## config.mk

```make
export PLATFORM = sky130hd
export DESIGN_NAME = operand_entry_fsm
export DESIGN_NICKNAME = d
export VERILOG_FILES = /design/src/rtl/operand_entry_pkg.sv /design/src/rtl/btn_debounce.sv /design/src/rtl/operand_entry_fsm.sv
export SDC_FILE = /design/constraint.sdc
export NUM_CORES = 1
export LEC_CHECK = 0
export CORE_AREA = 2 2 45 47
export DETAILED_ROUTE_END_ITERATION = 16
export DIE_AREA = 0 0 47 49
export PLACE_DENSITY_LB_ADDON = 0.08
export SLEW_MARGIN = 20
export SYNTH_ARGS = -nofsm -noshare
export SYNTH_HDL_FRONTEND = slang
export SYNTH_HIERARCHICAL = 1
export SYNTH_SLANG_ARGS = --single-unit
```

## constraint.sdc

```tcl
create_clock -name io_in -period 2.05 [get_ports io_in]
set_input_delay 0.5125 -clock io_in [delete_from_list [all_inputs] [get_ports io_in]]
set_output_delay 0.5125 -clock io_in [all_outputs]
set_load 0.005 [all_outputs]
```

## src/rtl/operand_entry_pkg.sv

```systemverilog
// Shared types and sizing for the two-operand entry block.
package operand_entry_pkg;
  localparam int OP_W            = 3;
  localparam int CNT_W           = 5;
  localparam int DEB_CYCLES_DEF  = 16;
  localparam int SYNC_STAGES_DEF = 2;

  typedef enum logic [1:0] {
    GET_A = 2'd0,
    GET_B = 2'd1,
    SHOW  = 2'd2
  } state_e;
endpackage

```

## src/rtl/btn_debounce.sv

```systemverilog
// Synchronizes a bouncy button, debounces it with a run-length counter and
// emits a one-cycle pulse on each debounced rising edge.
module btn_debounce
  import operand_entry_pkg::*;
#(
  parameter int DEB_CYCLES  = DEB_CYCLES_DEF,
  parameter int SYNC_STAGES = SYNC_STAGES_DEF
) (
  input  logic clk_i,
  input  logic rst_ni,
  input  logic btn_i,
  output logic level_o,
  output logic press_o
);
  logic [SYNC_STAGES-1:0] sync_q;
  logic [CNT_W-1:0]       cnt_q, cnt_d;
  logic                   lvl_q, lvl_d;
  logic                   press_q, press_d;
  logic                   btn_s;

  assign btn_s = sync_q[SYNC_STAGES-1];

  // Counter tracks how long the synced input has disagreed with the level.
  always_comb begin
    cnt_d   = '0;
    lvl_d   = lvl_q;
    press_d = 1'b0;
    if (btn_s != lvl_q) begin
      if (cnt_q == CNT_W'(DEB_CYCLES - 1)) begin
        lvl_d   = ~lvl_q;
        press_d = ~lvl_q;
      end else begin
        cnt_d = cnt_q + 1'b1;
      end
    end
  end

  always_ff @(posedge clk_i or negedge rst_ni) begin
    if (!rst_ni) begin
      sync_q  <= '0;
      cnt_q   <= '0;
      lvl_q   <= 1'b0;
      press_q <= 1'b0;
    end else begin
      sync_q[0] <= btn_i;
      for (int i = 1; i < SYNC_STAGES; i++) sync_q[i] <= sync_q[i-1];
      cnt_q   <= cnt_d;
      lvl_q   <= lvl_d;
      press_q <= press_d;
    end
  end

  assign level_o = lvl_q;
  assign press_o = press_q;
endmodule

```

## src/rtl/operand_entry_fsm.sv

```systemverilog
// Button-driven entry of two 3-bit operands from switches; outputs are all
// registered and packed onto an 8-bit pin bus.
module operand_entry_fsm
  import operand_entry_pkg::*;
#(
  parameter int DEB_CYCLES  = DEB_CYCLES_DEF,
  parameter int SYNC_STAGES = SYNC_STAGES_DEF
) (
  input  logic [7:0] io_in,
  output logic [7:0] io_out
);
  logic clk, rst_n, press, btn_level;
  logic unused_in;

  assign clk       = io_in[0];
  assign rst_n     = io_in[1];
  assign unused_in = ^{io_in[7], btn_level};

  // clr and sw share one synchronizer chain: {clr, sw}.
  logic [SYNC_STAGES-1:0][OP_W:0] sync_q;
  logic                           clr_s;
  logic [OP_W-1:0]                sw_s;

  assign {clr_s, sw_s} = sync_q[SYNC_STAGES-1];

  always_ff @(posedge clk or negedge rst_n) begin
    if (!rst_n) begin
      sync_q <= '0;
    end else begin
      sync_q[0] <= {io_in[3], io_in[6:4]};
      for (int i = 1; i < SYNC_STAGES; i++) sync_q[i] <= sync_q[i-1];
    end
  end

  btn_debounce #(
    .DEB_CYCLES (DEB_CYCLES),
    .SYNC_STAGES(SYNC_STAGES)
  ) u_btn (
    .clk_i  (clk),
    .rst_ni (rst_n),
    .btn_i  (io_in[2]),
    .level_o(btn_level),
    .press_o(press)
  );

  state_e          state_q;
  logic [OP_W-1:0] op_a_q, op_b_q;
  logic            valid_q, want_b_q;

  // clr is checked first so it always beats a coincident press.
  always_ff @(posedge clk or negedge rst_n) begin
    if (!rst_n) begin
      state_q  <= GET_A;
      op_a_q   <= '0;
      op_b_q   <= '0;
      valid_q  <= 1'b0;
      want_b_q <= 1'b0;
    end else if (clr_s) begin
      state_q  <= GET_A;
      op_a_q   <= '0;
      op_b_q   <= '0;
      valid_q  <= 1'b0;
      want_b_q <= 1'b0;
    end else if (press) begin
      case (state_q)
        GET_A: begin
          op_a_q   <= sw_s;
          state_q  <= GET_B;
          want_b_q <= 1'b1;
        end
        GET_B: begin
          op_b_q   <= sw_s;
          valid_q  <= 1'b1;
          state_q  <= SHOW;
          want_b_q <= 1'b0;
        end
        SHOW: begin
          op_a_q   <= sw_s;
          valid_q  <= 1'b0;
          state_q  <= GET_B;
          want_b_q <= 1'b1;
        end
        default: begin
          state_q  <= GET_A;
          want_b_q <= 1'b0;
        end
      endcase
    end
  end

  assign io_out = {want_b_q, valid_q, op_b_q, op_a_q};
endmodule

```

* Word level (Yosys, flattened, before mapping) *
Index checks and enable logic that the tools add are counted.

cells by class
  add/subtract/negate cells = 1
  multipliers = 0
  div/mod/pow operators = 0
  order comparisons = 0
  eq/ne operators = 4
  shift operators = 0
  multiplexer cells = 19
  bitwise operators = 1
  reduce and logical (&&, ||, !) cells = 10

operators with widths
  cell                 count
  $mux 3               6
  $mux 5               2
  $reduce_and 2->1     4
  $mux 1               7
  $reduce_bool 2->1    3
  $add 5x1->5 const B  1
  $eq 5x4->1 const B   1
  $mux 2               2
  $pmux 2 s2           1
  $reduce_bool 3->1    1
  $eq 2x1->1 const B   1
  $eq 2x2->1 const B   1
  $logic_not 2->1      1
  $pmux 1 s2           1
  $reduce_or 2->1      1
  $ne 1x1->1           1
  $not 1->1            1

word-level totals
  flip-flop bits (word level) = 27
  bits in latches = 0
  bits in writable memories = 0
  bits in read-only memories = 0
  input port bits = 8
  output and inout bits = 8
  word-level logic and storage cells = 46
  memories kept = 0

* Longest topological paths before layout *
  word-level depth = 5
  mapped depth = 4
  mapped depth without buffers = 4

* Hierarchy *
Netlist, hierarchy kept.

modules (own cells, without submodules)
  module             instances  cells an instance  area an instance (um2)  seq. area each (um2)
  operand_entry_fsm  1          43                 593.1                   425.4
  btn_debounce       1          25                 335.3                   225.2

* Worst setup path after synthesis *
No wires, ideal clock.

  path kind = register to register
  start = reg u_btn.cnt_q[0]
  end = reg u_btn.lvl_q (netlist: u_btn/level_o)
  library setup time = 0.125 ns
  data arrival time = 1.053 ns
  data required time = 1.925 ns
  setup slack = 0.872 ns
  cell stages (with the launch flop) = 5
  buffers on the path = 0
  clock period less this slack = 1.178 ns
  cells stage by stage = dfrtp_1 > ha_1 > nand3_2 > nor2_1 > mux2_2

between the ends
  cells in the longest elaborated chain, start to end = 2

RTL lines
  item                               RTL line            RTL
  start, declared                    btn_debounce.sv:16  logic [CNT_W-1:0] cnt_q, cnt_d;
  start signal, assigned             btn_debounce.sv:47  cnt_q <= cnt_d;
  $eq 5x4->1                         btn_debounce.sv:29  if (cnt_q == CNT_W'(DEB_CYCLES - 1)) begin
  $reduce_and 2->1 (no source line)  n/a
  end signal, assigned               btn_debounce.sv:48  lvl_q <= lvl_d;
  end, declared                      btn_debounce.sv:17  logic lvl_q, lvl_d;

No other way between the ends.
A chain may end at the register's enable or synchronous reset.

* Final worst setup path *
  start = reg want_b_q
  end = out io_out[7]

RTL lines
  item                    RTL line                 RTL
  start, declared         operand_entry_fsm.sv:48  logic valid_q, want_b_q;
  start signal, assigned  operand_entry_fsm.sv:57  want_b_q <= 1'b0;
  start signal, assigned  operand_entry_fsm.sv:63  want_b_q <= 1'b0;
  start signal, assigned  operand_entry_fsm.sv:69  want_b_q <= 1'b1;
  end, declared           operand_entry_fsm.sv:10  output logic [7:0] io_out

No word-level cell between the ends.

==> flow_summary.toml <==
[run_status]
status = "finished with violations"
violations = "hold timing"

[run]
cap_viol_max_count = 0

[sta]
rsz0062_at_grt = "no"
clock.fmax_mhz = 564.3
fin_crit_sh_pct = 86.44
finalHoldViolCount = 31
finalSetupViolations = 0
slew_headroom_pct = 80.44
fin_crit_ns = 1.772
worst_pin_slew_ns = 0.2893
whs_ns = -0.3456
tns_ns = 0
finalWorstSetupSlack_ns = 0.2780
fin_worst_skew_ns = 0.002631
slew_violations = 0

[placed_design]
globalplace.congestion = 0.7268
numPortBuffers = 8
place_hpwl_microns = 835.4
pre_cts_ws_ns = 0.6211

[route]
drt_first_pass_iters = 4
viasPerCell = 4.830
route.detailed.drc = 0
first_iter_violations = 4
wire_per_inst_microns = 11.92
routed_wirelength_microns = 1264
drtAntennaViolNets = 0
route.vias.total = 512

[logic_synthesis]
synth_simple_gate_area_share_pct = 12.94
yosys.area.top_type = "dfrtp_1"
synthXorXnorAreaFrac_pct = 2.830
yosys_warnings = 6
synthMuxAreaShare_pct = 7.682
synth_compound_area_share_pct = 2.695
synth_top_area_share_pct = 70.08
synth_cell_types = 21
synthAdderAreaFrac_pct = 1.348
syn_area_per_cell_sq_um = 13.65
synth.area.top_cells = "dfrtp_1, mux2i_1, nor2_1"
synthCells = 68
syn_nets = 77
ys_seq_area_share_pct = 70.08
netlist_area_sq_um = 928.4
synth_top_family_by_area = "simple AND/OR/NAND/NOR gates"
ys_ff_latch = 26

[worst_setup_path]
critPathBufInv = 1
worstSetupPathType = "reg -> out"
slowest_delay_ns = 0.52
cp.depth = 1
crit_family = "buffers and inverters"
cp-end-kind = "output port"
worstPathRequired_ns = 1.54
r2r_cells = 4
r2r-start = "u_btn/cnt_q[0]"
slowest_stage = "clkdlybuf4s50_1"
start_kind = "register"
cp.arrival_ns = 1.26
r2r-end = "u_btn/level_o"
path_cells = "clkdlybuf4s50_1"
path_max_fanout = 5
r2r_setup_slack_ns = 0.78

[clocking]
cts_tree = "done"
cts_resized = 0
cts.clk_slew.worst_paths_ns = 0.12
cts_hold_buffers = 0
post-cts-setup-buffers = 0
insertion_delay_ns = 0.31

[layout]
final_common_cell = "dfrtp_1"
num_antenna_cells = 0
nNetsFinal = 90
n_fill_cell = 164
postLayoutCoreUtil_pct = 58.02
syn2layout_area_growth_pct = 15.09
final_cell_mix = "dfrtp_1, nor2_1, clkdlybuf4s50_1, mux2i_1, clkbuf_4"
multi_input_area_sq_um = 255.2
regArea_sq_um = 650.6
layout-drive-gt1-share_pct = 12.66

[power_and_ir_drop]
power_leakage_uw = 0.0004943
peakVddDrop_v = 0.0004761
power_density_nw_per_um2 = 917.7

[floorplanning]
die_h_microns = 49
core.rowCount = 16
start_util_pct = 50.41
fp.coreArea_sq_um = 1842
io_pins = 16
die_x_microns = 47
die_area_sq_um = 2303

[global_route]
grt_pass1_wl_microns = 2118
grt_pass1_vias = 568
grt_max_degree = 14
grt_use_total_pct = 14.55
overflow = 0
antenna_found_initial = 0

[worst_hold_path]
hold_class = "clk -> async"
-- synthesized netlist by cell type --
library cell and count:
inv_1 1, nand3b_2 1, o21ai_1 2, nor4b_1 1, a21oi_1 3, nor2b_1 1, and3_1 1, nand2_1 2
dfrtp_1 26, nand3_1 1, nand2b_2 1, ha_1 1, mux2i_1 6, and2_1 1, buf_1 1, xor2_1 3
nand2b_1 2, nor2_1 10, nand3_2 1, mux2_2 1, buf_4 2
-- per-layer routing --
metal / GRT usage [%] / routed length (microns) / vias up
li1: - / - / 247
met4: 19.91 / 53 / 0
met5: 0 / 0 / -
met1: 15.95 / 611 / 242
met2: 13.24 / 521 / 15
met3: 12.22 / 77 / 8
-- worst max-delay path by stage --
stage	to	from	slack [ns]
6_report	io_out[7]	want_b_q	0.28
5_1_grt	io_out[7]	want_b_q	0.22
4_1_cts	io_out[7]	want_b_q	0.26
3_5_place_dp	io_out[7]	want_b_q	0.62
3_3_place_gp	io_out[7]	want_b_q	0.65
2_1_floorplan	u_btn/level_o	u_btn/cnt_q[0]	0.87
-- kinds of logic (layout without fill, tap and decap cells) --
kind of cell	count (synthesis)	after routing
buffers and inverters	4	15
AND/OR/NAND/NOR	22	22
flip-flops	26	26
AO/OA/AOI/OAI	5	5
XOR/XNOR	3	3
multiplexers	7	7
adder cells (fa/ha/maj)	1	1
-- registers in the layout (all words and copies together) (netlist names) --
signal / cells
u_btn/level_o: 1
u_btn/sync_q: 2
clr_s: 1
u_btn/cnt_q: 5
valid_q: 1
op_a_q: 3
sw_s: 3
u_btn/press_o: 1
state_q: 1
want_b_q: 1
sync_q: 4
op_b_q: 3
-- through the flow --
| step | instance area (sq um) | hold WS, ns | instances | power (uW) |
|---|---|---|---|---|
| after floorplan | 928.4 | -0.2956 | 68 | 528.7 |
| after global placement | 1023 | -0.2956 | 100 | 528.7 |
| after detailed placement | 1023 | -0.2956 | 100 | 528.7 |
| after CTS | 1069 | -0.3397 | 106 | 1025 |
| after global routing | 1069 | -0.3504 | 106 | 1075 |
| final | 1069 | -0.3456 | 106 | 980.6 |
-- report_power, final --
part,internal [uW],total [uW],switching (uW)
sequential,516,516,0
clock,138,465,327
combinational,0,0.000102,0
total,653,981,327
-- cell type report --
cell class,count,share of cell area [%]
clock buffer,6,4.215
inverter,1,0.3513
multi-input combinational,38,23.89
sequential,26,60.89
tap,27,3.162
timing repair buffer,8,7.494
(Power assumes the default switching activity.)
